**src/rtl/mtr_pkg.sv**
```systemverilog
// Shared widths, side-sequencer state codes and command saturation helper for the
// motor command sequencer.
package mtr_pkg;

  localparam int unsigned SPD_W = 11;
  localparam int unsigned CMD_W = 12;
  localparam logic [SPD_W-1:0] SPD_MAX = 11'h7FF;

  typedef logic [1:0] side_st_t;

  localparam side_st_t StRun   = 2'd0;
  localparam side_st_t StDecel = 2'd1;
  localparam side_st_t StDead  = 2'd2;

  // |cmd| clipped to SPD_MAX; only -2048 overflows the magnitude range.
  function automatic logic [SPD_W-1:0] cmd_mag(input logic [CMD_W-1:0] cmd);
    logic [CMD_W-1:0] abs_v;
    abs_v = cmd[CMD_W-1] ? (~cmd + 12'd1) : cmd;
    return abs_v[CMD_W-1] ? SPD_MAX : abs_v[SPD_W-1:0];
  endfunction

endpackage

```
**src/rtl/mtr_side_seq.sv**
```systemverilog
// One motor side: command latch, slew-limited ramp and zero-speed dead time around
// every direction reversal.
module mtr_side_seq
  import mtr_pkg::*;
#(
  parameter int unsigned STEP     = 16,
  parameter int unsigned DEAD_CYC = 512
) (
  input  logic             clk_i,
  input  logic             rst_i,
  input  logic             tick_i,
  input  logic             en_i,
  input  logic             cmd_vld_i,
  input  logic [CMD_W-1:0] cmd_i,
  output logic [SPD_W-1:0] spd_o,
  output logic             rev_o,
  output logic             busy_o
);

  localparam int unsigned DW = $clog2(DEAD_CYC + 1);
  localparam logic [CMD_W-1:0] StepW = CMD_W'(STEP);
  localparam logic [SPD_W-1:0] StepS = SPD_W'(STEP);
  localparam logic [DW-1:0] DeadLd = DW'(DEAD_CYC);

  side_st_t         st_q, st_d;
  logic [SPD_W-1:0] spd_q, spd_d;
  logic             rev_q, rev_d;
  logic [SPD_W-1:0] mag_q, mag_d;
  logic             dir_q, dir_d;
  logic [DW-1:0]    dcnt_q, dcnt_d;

  logic [SPD_W-1:0] eff;
  logic             mismatch;
  logic [CMD_W-1:0] up_sum;
  logic [SPD_W-1:0] ramp_up, ramp_dn, approach, decel;

  always_comb begin
    eff      = en_i ? mag_q : '0;
    mismatch = (dir_q != rev_q);
    // 12-bit sums keep spd+STEP and tgt+STEP free of wrap-around
    up_sum   = {1'b0, spd_q} + StepW;
    ramp_up  = (up_sum > {1'b0, eff}) ? eff : up_sum[SPD_W-1:0];
    ramp_dn  = ({1'b0, spd_q} >= ({1'b0, eff} + StepW)) ? (spd_q - StepS) : eff;
    approach = (eff > spd_q) ? ramp_up : ramp_dn;
    decel    = (spd_q > StepS) ? (spd_q - StepS) : '0;
  end

  always_comb begin
    st_d   = st_q;
    spd_d  = spd_q;
    rev_d  = rev_q;
    dcnt_d = dcnt_q;
    case (st_q)
      StRun: begin
        if (mismatch && (eff != '0) && (spd_q == '0)) begin
          st_d   = StDead;
          dcnt_d = DeadLd;
        end else if (tick_i) begin
          if (mismatch && (eff != '0)) begin
            spd_d = decel;
            if (decel == '0) begin
              st_d   = StDead;
              dcnt_d = DeadLd;
            end else begin
              st_d = StDecel;
            end
          end else begin
            spd_d = approach;
          end
        end
      end
      StDecel: begin
        if (!mismatch) begin
          st_d = StRun;
        end else if (spd_q == '0) begin
          st_d   = StDead;
          dcnt_d = DeadLd;
        end else if (tick_i) begin
          spd_d = decel;
          if (decel == '0) begin
            st_d   = StDead;
            dcnt_d = DeadLd;
          end
        end
      end
      StDead: begin
        spd_d = '0;
        if (dcnt_q == DW'(1)) begin
          rev_d = dir_q;
          st_d  = StRun;
        end else begin
          dcnt_d = dcnt_q - DW'(1);
        end
      end
      default: st_d = StRun;
    endcase
  end

  // A zero command keeps the old direction so it can never start a reversal.
  always_comb begin
    mag_d = cmd_vld_i ? cmd_mag(cmd_i) : mag_q;
    dir_d = (cmd_vld_i && (cmd_i != '0)) ? cmd_i[CMD_W-1] : dir_q;
  end

  always_ff @(posedge clk_i) begin
    if (rst_i) begin
      st_q   <= StRun;
      spd_q  <= '0;
      rev_q  <= 1'b0;
      mag_q  <= '0;
      dir_q  <= 1'b0;
      dcnt_q <= '0;
    end else begin
      st_q   <= st_d;
      spd_q  <= spd_d;
      rev_q  <= rev_d;
      mag_q  <= mag_d;
      dir_q  <= dir_d;
      dcnt_q <= dcnt_d;
    end
  end

  assign spd_o  = spd_q;
  assign rev_o  = rev_q;
  assign busy_o = (spd_q != eff) || mismatch || (st_q == StDead);

endmodule

```
**src/rtl/mtr_cmd_seq.sv**
```systemverilog
// Motor command sequencer: shared ramp tick plus one slew/dead-time sequencer per side.
module mtr_cmd_seq
  import mtr_pkg::*;
#(
  parameter int unsigned RAMP_DIV = 2048,
  parameter int unsigned STEP     = 16,
  parameter int unsigned DEAD_CYC = 512
) (
  input  logic             clk,
  input  logic             rst,
  input  logic             en,
  input  logic             cmd_vld,
  input  logic [CMD_W-1:0] lft_cmd,
  input  logic [CMD_W-1:0] rght_cmd,
  output logic [SPD_W-1:0] lft_spd,
  output logic             lft_rev,
  output logic [SPD_W-1:0] rght_spd,
  output logic             rght_rev,
  output logic             busy
);

  localparam int unsigned TW = $clog2(RAMP_DIV);

  logic [TW-1:0] tcnt_q, tcnt_d;
  logic          tick;
  logic          lft_busy, rght_busy;

  // Free-running divider; commands never restart it.
  always_comb begin
    tick   = (tcnt_q == TW'(RAMP_DIV - 1));
    tcnt_d = tick ? '0 : (tcnt_q + TW'(1));
  end

  always_ff @(posedge clk) begin
    if (rst) begin
      tcnt_q <= '0;
    end else begin
      tcnt_q <= tcnt_d;
    end
  end

  mtr_side_seq #(
    .STEP     (STEP),
    .DEAD_CYC (DEAD_CYC)
  ) u_lft (
    .clk_i     (clk),
    .rst_i     (rst),
    .tick_i    (tick),
    .en_i      (en),
    .cmd_vld_i (cmd_vld),
    .cmd_i     (lft_cmd),
    .spd_o     (lft_spd),
    .rev_o     (lft_rev),
    .busy_o    (lft_busy)
  );

  mtr_side_seq #(
    .STEP     (STEP),
    .DEAD_CYC (DEAD_CYC)
  ) u_rght (
    .clk_i     (clk),
    .rst_i     (rst),
    .tick_i    (tick),
    .en_i      (en),
    .cmd_vld_i (cmd_vld),
    .cmd_i     (rght_cmd),
    .spd_o     (rght_spd),
    .rev_o     (rght_rev),
    .busy_o    (rght_busy)
  );

  assign busy = lft_busy | rght_busy;

endmodule

```
**config.mk**
```make
export PLATFORM = sky130hd
export DESIGN_NAME = mtr_cmd_seq
export DESIGN_NICKNAME = d
export VERILOG_FILES = /design/src/rtl/mtr_pkg.sv /design/src/rtl/mtr_side_seq.sv /design/src/rtl/mtr_cmd_seq.sv
export SDC_FILE = /design/constraint.sdc
export NUM_CORES = 1
export LEC_CHECK = 0
export CAP_MARGIN = 20
export CORE_MARGIN = 3
export CORE_UTILIZATION = 30
export DETAILED_ROUTE_END_ITERATION = 8
export HOLD_SLACK_MARGIN = 0.15
export SLEW_MARGIN = 20
export SYNTH_ARGS = -nofsm -noshare
export SYNTH_HDL_FRONTEND = slang
export SYNTH_SLANG_ARGS = --single-unit
```
**constraint.sdc**
```tcl
create_clock -name clk -period 5.2 [get_ports clk]
set_input_delay 0.78 -clock clk [delete_from_list [all_inputs] [get_ports clk]]
set_output_delay 0.78 -clock clk [all_outputs]
set_load 0.005 [all_outputs]
```
==> metrics.yaml, run 1 <==
worst_setup_path:
  worstReg2RegEnd: "u_rght.spd_o[10]$_SDFFE_PP0P_"
  r2r_cells: 13
  startpoint: "en"
  crit_arrival_ns: 3.79
  worstSetupPathType: "input pin to output port"
  crit_path_end_kind: "output port"
  r2r_start: "u_rght.spd_o[4]$_SDFFE_PP0P_"
  cp_data_required_time_ns: 4.42
  startpoint_type: "input pin"
  cp_common_cell: "clkdlybuf4s50_1"
  cp_slowest_cell: "or4_1"
  critical_path.endpoint: "busy"
  cpPeakStageDelay_ns: 0.63
  crit_fanout: 25
  crit_chain: "clkdlybuf4s50_1 > buf_4 > nand2_1 > inv_1 > ha_1 > nand4_1 > or4_1 > nor2_1 > nand3_1 > clkdlybuf4s50_1"
  r2r_slack_ns: 1.41
logic_synthesis:
  seq_area_frac_synth_pct: 22.4
  synth_edf_count: 0
  synth_xor_area_share_pct: 7.66
  muxShareOfSynthArea_pct: 1.38
  yosys.area_share.simple_pct: 23.7
  synth-compound-area-share_pct: 24.6
  async_flop_share_pct: 0
  netlist_area_mm2: 0.00742
  synthesis.nets: 1065
  synthAdderAreaFrac_pct: 14.0
  avgSynthCellArea_um2: 7.78
  ys_warn_count: 0
  synth_cell_type_count: 83
  ys_seq_elements: 83
  yosys_most_used_dff: "dfxtp_1"
  synth_cells: 954
  synth_top_family_by_area: "compound AO/OA/AOI/OAI gates"
grt:
  grt_pass1_wl_um: 33800
  grt_overflow: 0
  grt_usage_pct: 15.5
  antenna_found_initial: 0
  first_global_vias: 6709
  grt_start_max_net_pins: 77
place:
  finalWeightedCongestion: 0.907
  numPortBuffers: 52
  post-dp-hpwl_um: 15300
cells_and_area:
  drive_above_1_share_pct: 5.36
  layout_commonest_cell: "nor2_1"
  area_growth_syn_to_layout_pct: 14.7
  layout_common_cells: "99 x nor2_1, 83 x ha_1, 83 x dfxtp_1, 80 x nand2_1, 78 x inv_1"
  nets: 1095
  antennaDiodeCount: 0
sta:
  final_hold_viol_count: 0
  skew_ns: 0.0110
  post-route-min-period_ns: 4.57
  fin_crit_sh_pct: 87.9
  drv_slew: 0
  relSlewSlack_pct: 43.7
  worst_slew_pin_slew_ns: 0.839
  fmax_ghz: 0.219
  final.setup.tns_ns: 0
  rsz0062_at_grt: "false"
  setup_viol: 0
clocking:
  clk_latency_ns: 0.35
  cts.repair.resized: 0
  cts_tree: "built"
  cts_htree_levels: 3
  cts.sinks: 83
  cts_setup_buffers: 0
  cts_made_buffers: 9
  clkTransAtPathRegs_ns: 0.07
  clk_path_buf_depth: 2
  hold_buffers: 0
  clockRootBuffer: "clkbuf_16"
die:
  die-width_um: 163
  fp.dieH_um: 163
  row_count: 56
  io_pins: 53
  initial_core_util_pct: 31.1
  core_mm2: 0.0239
  dieArea_mm2: 0.0267
power_and_ir_drop:
  power_density_mw_per_mm2: 467
  finalPower_mw: 3.97
  irDropWorstVdd_uv: 237
  p_leak_nw: 3.40
drt:
  firstDrtPassIters: 5
  routed-via-count: 7043
  drc: 0
  final_antenna_net_count: 0
  drt_iter0_markers: 476
  routed_wl_um: 20400
  wire_per_inst_um: 15.6
  routed_via_density: 5.38
status:
  status: "completed"
hold_path:
  min_path_type: "flip-flop to flip-flop"
run:
  cap_violations: 0
==> synthesized netlist by cell type, types with 4 or more instances <==
library cell	number	area share (%)
a211o_1	6	0.71
a211oi_1	32	3.2
a21o_1	9	0.91
a21oi_1	56	3.8
a22o_1	8	0.94
a311oi_1	5	0.59
a31oi_1	14	1.2
and2_1	14	1.2
and3_1	8	0.67
and4_1	4	0.47
buf_2	7	0.47
clkbuf_1	25	1.3
dfxtp_1	83	22
ha_1	83	14
inv_1	78	3.9
mux2i_1	8	1.1
nand2_1	80	4.0
nand2b_1	7	0.59
nand3_1	37	2.5
nand4_1	13	1.1
nor2_1	99	5.0
nor2b_1	10	0.84
nor3_1	28	1.9
nor4_1	7	0.59
nor4_2	4	0.67
o211a_1	4	0.54
o211ai_1	5	0.51
o21a_1	11	1.1
o21ai_0	30	2.0
o21ai_1	6	0.40
o31ai_1	10	1.0
o32ai_1	9	1.1
or3_1	5	0.42
or4_1	5	0.51
xnor2_1	32	3.8
xor2_1	31	3.7
==> area by class of cell <==
class | instances | area [µm²]
Fill cell | 2470 | 15400
Clock inverter | 7 | 81.3
Inverter | 78 | 293
Tap cell | 319 | 399
Sequential cell | 83 | 1660
Timing Repair Buffer | 57 | 553
Clock buffer | 9 | 225
Multi-Input combinational cell | 755 | 5300
==> worst max-delay path: cells and delay by family <==
kind | cells | cell delay, ns
buffers and inverters | 4 | 1.34
AND/OR/NAND/NOR | 5 | 1.33
adder cells (fa/ha/maj) | 1 | 0.33
==> kinds of logic (layout without fill, tap and decap cells) <==
logic type / count (synthesis) / in the layout
adder cells (fa/ha/maj): 83 / 83
buffers and inverters: 116 / 151
AO/OA/AOI/OAI: 253 / 253
flip-flops: 83 / 83
XOR/XNOR: 64 / 64
AND/OR/NAND/NOR: 345 / 345
multiplexers: 10 / 10
==> flip-flops by register name (all words and copies together) (netlist names), 10 cells and up <==
signal and cells:
u_lft.mag_q 11, u_rght.dcnt_q 10, u_rght.mag_q 11, u_lft.dcnt_q 10, tcnt_q 11, u_lft.spd_o 11
u_rght.spd_o 11
==> routing by layer <==
| metal | wire [µm] | GRT usage [%] | vias up |
|---|---|---|---|
| met3 | 1110 | 2.82 | 31 |
| met4 | 431 | 4.92 | 0 |
| met1 | 9610 | 20.7 | 3293 |
| met2 | 9260 | 25.3 | 199 |
| li1 | - | - | 3520 |
| met5 | 0 | 0 | - |
==> power by group <==
group	switching (mW)	internal [mW]	total (mW)
Sequential	0.179	0.713	0.892
Clock	0.300	0.380	0.680
Combinational	1.43	0.976	2.40
Total	1.91	2.07	3.97
==> worst min-delay path by stage <==
stage / start / to / slack, ns / depth (start not counted)
finish: tcnt_q[0]$_SDFF_PP0_ / tcnt_q[0]$_SDFF_PP0_ / 0.48 / 1
global route: u_rght.dcnt_q[8]$_SDFFE_PP0P_ / u_rght.dcnt_q[8]$_SDFFE_PP0P_ / 0.50 / 1
detailed placement: tcnt_q[0]$_SDFF_PP0_ / tcnt_q[0]$_SDFF_PP0_ / 0.47 / 1
floorplan: u_lft.dcnt_q[8]$_SDFFE_PP0P_ / u_lft.dcnt_q[8]$_SDFFE_PP0P_ / 0.44 / 1
CTS: tcnt_q[0]$_SDFF_PP0_ / tcnt_q[0]$_SDFF_PP0_ / 0.48 / 1
global placement: tcnt_q[0]$_SDFF_PP0_ / tcnt_q[0]$_SDFF_PP0_ / 0.47 / 1
==> per-stage QoR <==
step / util [%] / setup WS (ns) / cell area [µm²] / std cells / hold WS, ns
after floorplan: - / 1.59 / 7420 / 954 / 0.441
after global placement: 34.3 / 0.676 / 8190 / 1292 / 0.468
after detailed placement: 34.3 / 0.648 / 8190 / 1292 / 0.467
after CTS: 35.6 / 0.642 / 8500 / 1308 / 0.485
after global routing: 35.6 / 0.462 / 8510 / 1308 / 0.502
final: 35.6 / 0.629 / 8510 / 1308 / 0.478
Power figures use the tool's default switching activity.
==> run 2, diff against run 1 <==
Settings changed: GPL_TIMING_DRIVEN from default to 0.
==> metrics.yaml, run 2 (synthesis results as in run 1) <==
drt:
  routed_wl_um: 21700  # +6.1%
  drc: 0  # unchanged
  firstDrtPassIters: 6  # +1
  final_antenna_net_count: 0  # unchanged
  wire_per_inst_um: 16.2  # +3.6%
  routed-via-count: 7226  # +2.6%
  drt_iter0_markers: 501  # +5.3%
  routed_via_density: 5.39  # +0.15%
clocking:
  cts_tree: "built"
  cts_htree_levels: 3  # unchanged
  clk_latency_ns: 0.35  # about the same
  clockRootBuffer: "clkbuf_16"
  clk_path_buf_depth: 2  # unchanged
  cts.sinks: 83  # unchanged
  clkTransAtPathRegs_ns: 0.06  # about the same
  cts_made_buffers: 9  # unchanged
  hold_buffers: 0  # unchanged
grt:
  gr-usage-met3_pct: 3.02  # +0.20 points
  top_usage_layer: "met2"
  grt_start_max_net_pins: 15  # -81%
  use_met1_pct: 22.6  # +1.9 points
  first_global_vias: 6810  # +1.5%
  use_met2_pct: 25.6  # +0.27 points
  antenna_found_initial: 0  # unchanged
  grt_pass1_wl_um: 35500  # +5.0%
  grt_overflow: 0  # unchanged
  grt_usage_pct: 16.4  # +0.92 points
worst_setup_path:
  startpoint: "en"
  crit_path_end_kind: "output port"
  r2r_start: "u_rght.spd_o[4]$_SDFFE_PP0P_"
  crit_fanout: 10  # -60%
  r2r_cells: 12  # -1
  worstReg2RegEnd: "u_rght.spd_o[9]$_SDFFE_PP0P_"
  worstSetupPathType: "input pin to output port"
  cp_data_required_time_ns: 4.42  # about the same
  startpoint_type: "input pin"
  r2r_slack_ns: 1.45  # +0.04 ns
  crit_arrival_ns: 4.24  # +0.45 ns
sta:
  final_hold_viol_count: 0  # unchanged
  skew_ns: 0.00934  # -0.00170 ns
  rsz0062_at_grt: "false"
  final.setup.worst_slack_ns: 0.175  # -0.454 ns
  setup_viol: 0  # unchanged
  fmax_ghz: 0.199  # -9.0%
  final.setup.tns_ns: 0  # unchanged
  worst_hold_slack_ns: 0.482  # +0.00396 ns
  fin_crit_sh_pct: 96.6  # +8.7 points
  relSlewSlack_pct: 35.8  # -7.8 points
  worst_slew_pin_slew_ns: 0.948  # +0.109 ns
  post-route-min-period_ns: 5.02  # +0.454 ns
  drv_slew: 0  # unchanged
power_and_ir_drop:
  finalPower_mw: 4.09  # +2.8%
  p_leak_nw: 3.49  # +2.5%
  power_density_mw_per_mm2: 471  # +0.92%
  irDropWorstVdd_uv: 224  # -5.4%
cells_and_area:
  drive_above_1_share_pct: 5.88  # +0.52 points
  finish.utilization_pct: 36.3  # +0.67 points
  layout_commonest_cell: "nor2_1"
  nets: 1127  # +2.9%
  area_growth_syn_to_layout_pct: 16.8
  antennaDiodeCount: 0  # unchanged
  layout_common_cells: "99 x nor2_1, 83 x ha_1, 83 x dfxtp_1, 80 x nand2_1, 78 x inv_1"
hold_path:
  hold-path-cell-count: 1  # unchanged
  hold_end: "tcnt_q[0]$_SDFF_PP0_"
  worstHoldStart: "tcnt_q[0]$_SDFF_PP0_"
  min_path_type: "flip-flop to flip-flop"
place:
  numPortBuffers: 51  # -1.9%
  place_ws_ns: -0.511  # -1.16 ns
  finalWeightedCongestion: 0.928  # +2.3%
  post-dp-hpwl_um: 16700  # +8.6%
die:
  die-width_um: 163  # unchanged
  fp.dieH_um: 163  # unchanged
  initial_core_util_pct: 31.1  # unchanged
  row_count: 56  # unchanged
  io_pins: 53  # unchanged
  dieArea_mm2: 0.0267  # unchanged
  core_mm2: 0.0239  # unchanged
status:
  status: "completed"
run:
  cap_violations: 0  # unchanged
-- run 2: layout make-up --
| cell class | count | area, µm² |
|---|---|---|
| timing repair buffer | 51 | 509 |
| sequential | 83 | 1660 |
| fill | 2484 | 15200 |
| multi-input combinational | 755 | 5290 |
| inverter | 78 | 293 |
| clock buffer | 11 | 253 |
| clock inverter | 5 | 83.8 |
| buffer | 38 | 181 |
| tap | 319 | 399 |
-- run 2: where the power goes --
| group | total (mW) | internal (mW) | switching (mW) |
|---|---|---|---|
| Sequential | 0.841 | 0.713 | 0.128 |
| Clock | 0.740 | 0.449 | 0.290 |
| Combinational | 2.50 | 1.00 | 1.51 |
| Total | 4.09 | 2.16 | 1.92 |
-- run 2: what timing repair did --
action | 4_1_cts | 5_1_grt
setup buffers | 0 | 0
resized for setup | 4 | 0
endpoints found under the hold margin | 0 | 0
endpoints found under the setup margin | 1 | 0
-- run 2: worst max-delay path by stage --
stage                                                to  slack (ns)
final                                              busy        0.18
after CTS                                          busy        0.23
after global routing                               busy        0.06
after floorplan           u_rght.spd_o[10]$_SDFFE_PP0P_        1.59
after global placement                             busy       -0.51
after detailed placement                           busy       -0.51
-- run 2: worst max-delay path: stages --
cell and delay, ns:
dlygate4sd2_1 0.41, clkbuf_2 0.30, clkbuf_2 0.28, clkbuf_2 0.31, nand2_1 0.14, inv_1 0.08, ha_1 0.19, nand4_1 0.24
or4_1 0.66, nor2_1 0.23, nand3_1 0.14, clkdlybuf4s50_1 0.48
-- run 2: per-stage QoR --
step	cell area, µm²	cells
after floorplan	7420	954
after global placement	8330	1324
after detailed placement	8330	1324
after CTS	8670	1340
after global routing	8670	1340
final	8670	1340
-- run 2: per-layer routing --
metal	routed length, µm	part of all wire [%]
met1	10300	47
met2	9720	45
met3	1090	5.0
met4	586	2.7
met5	0	0
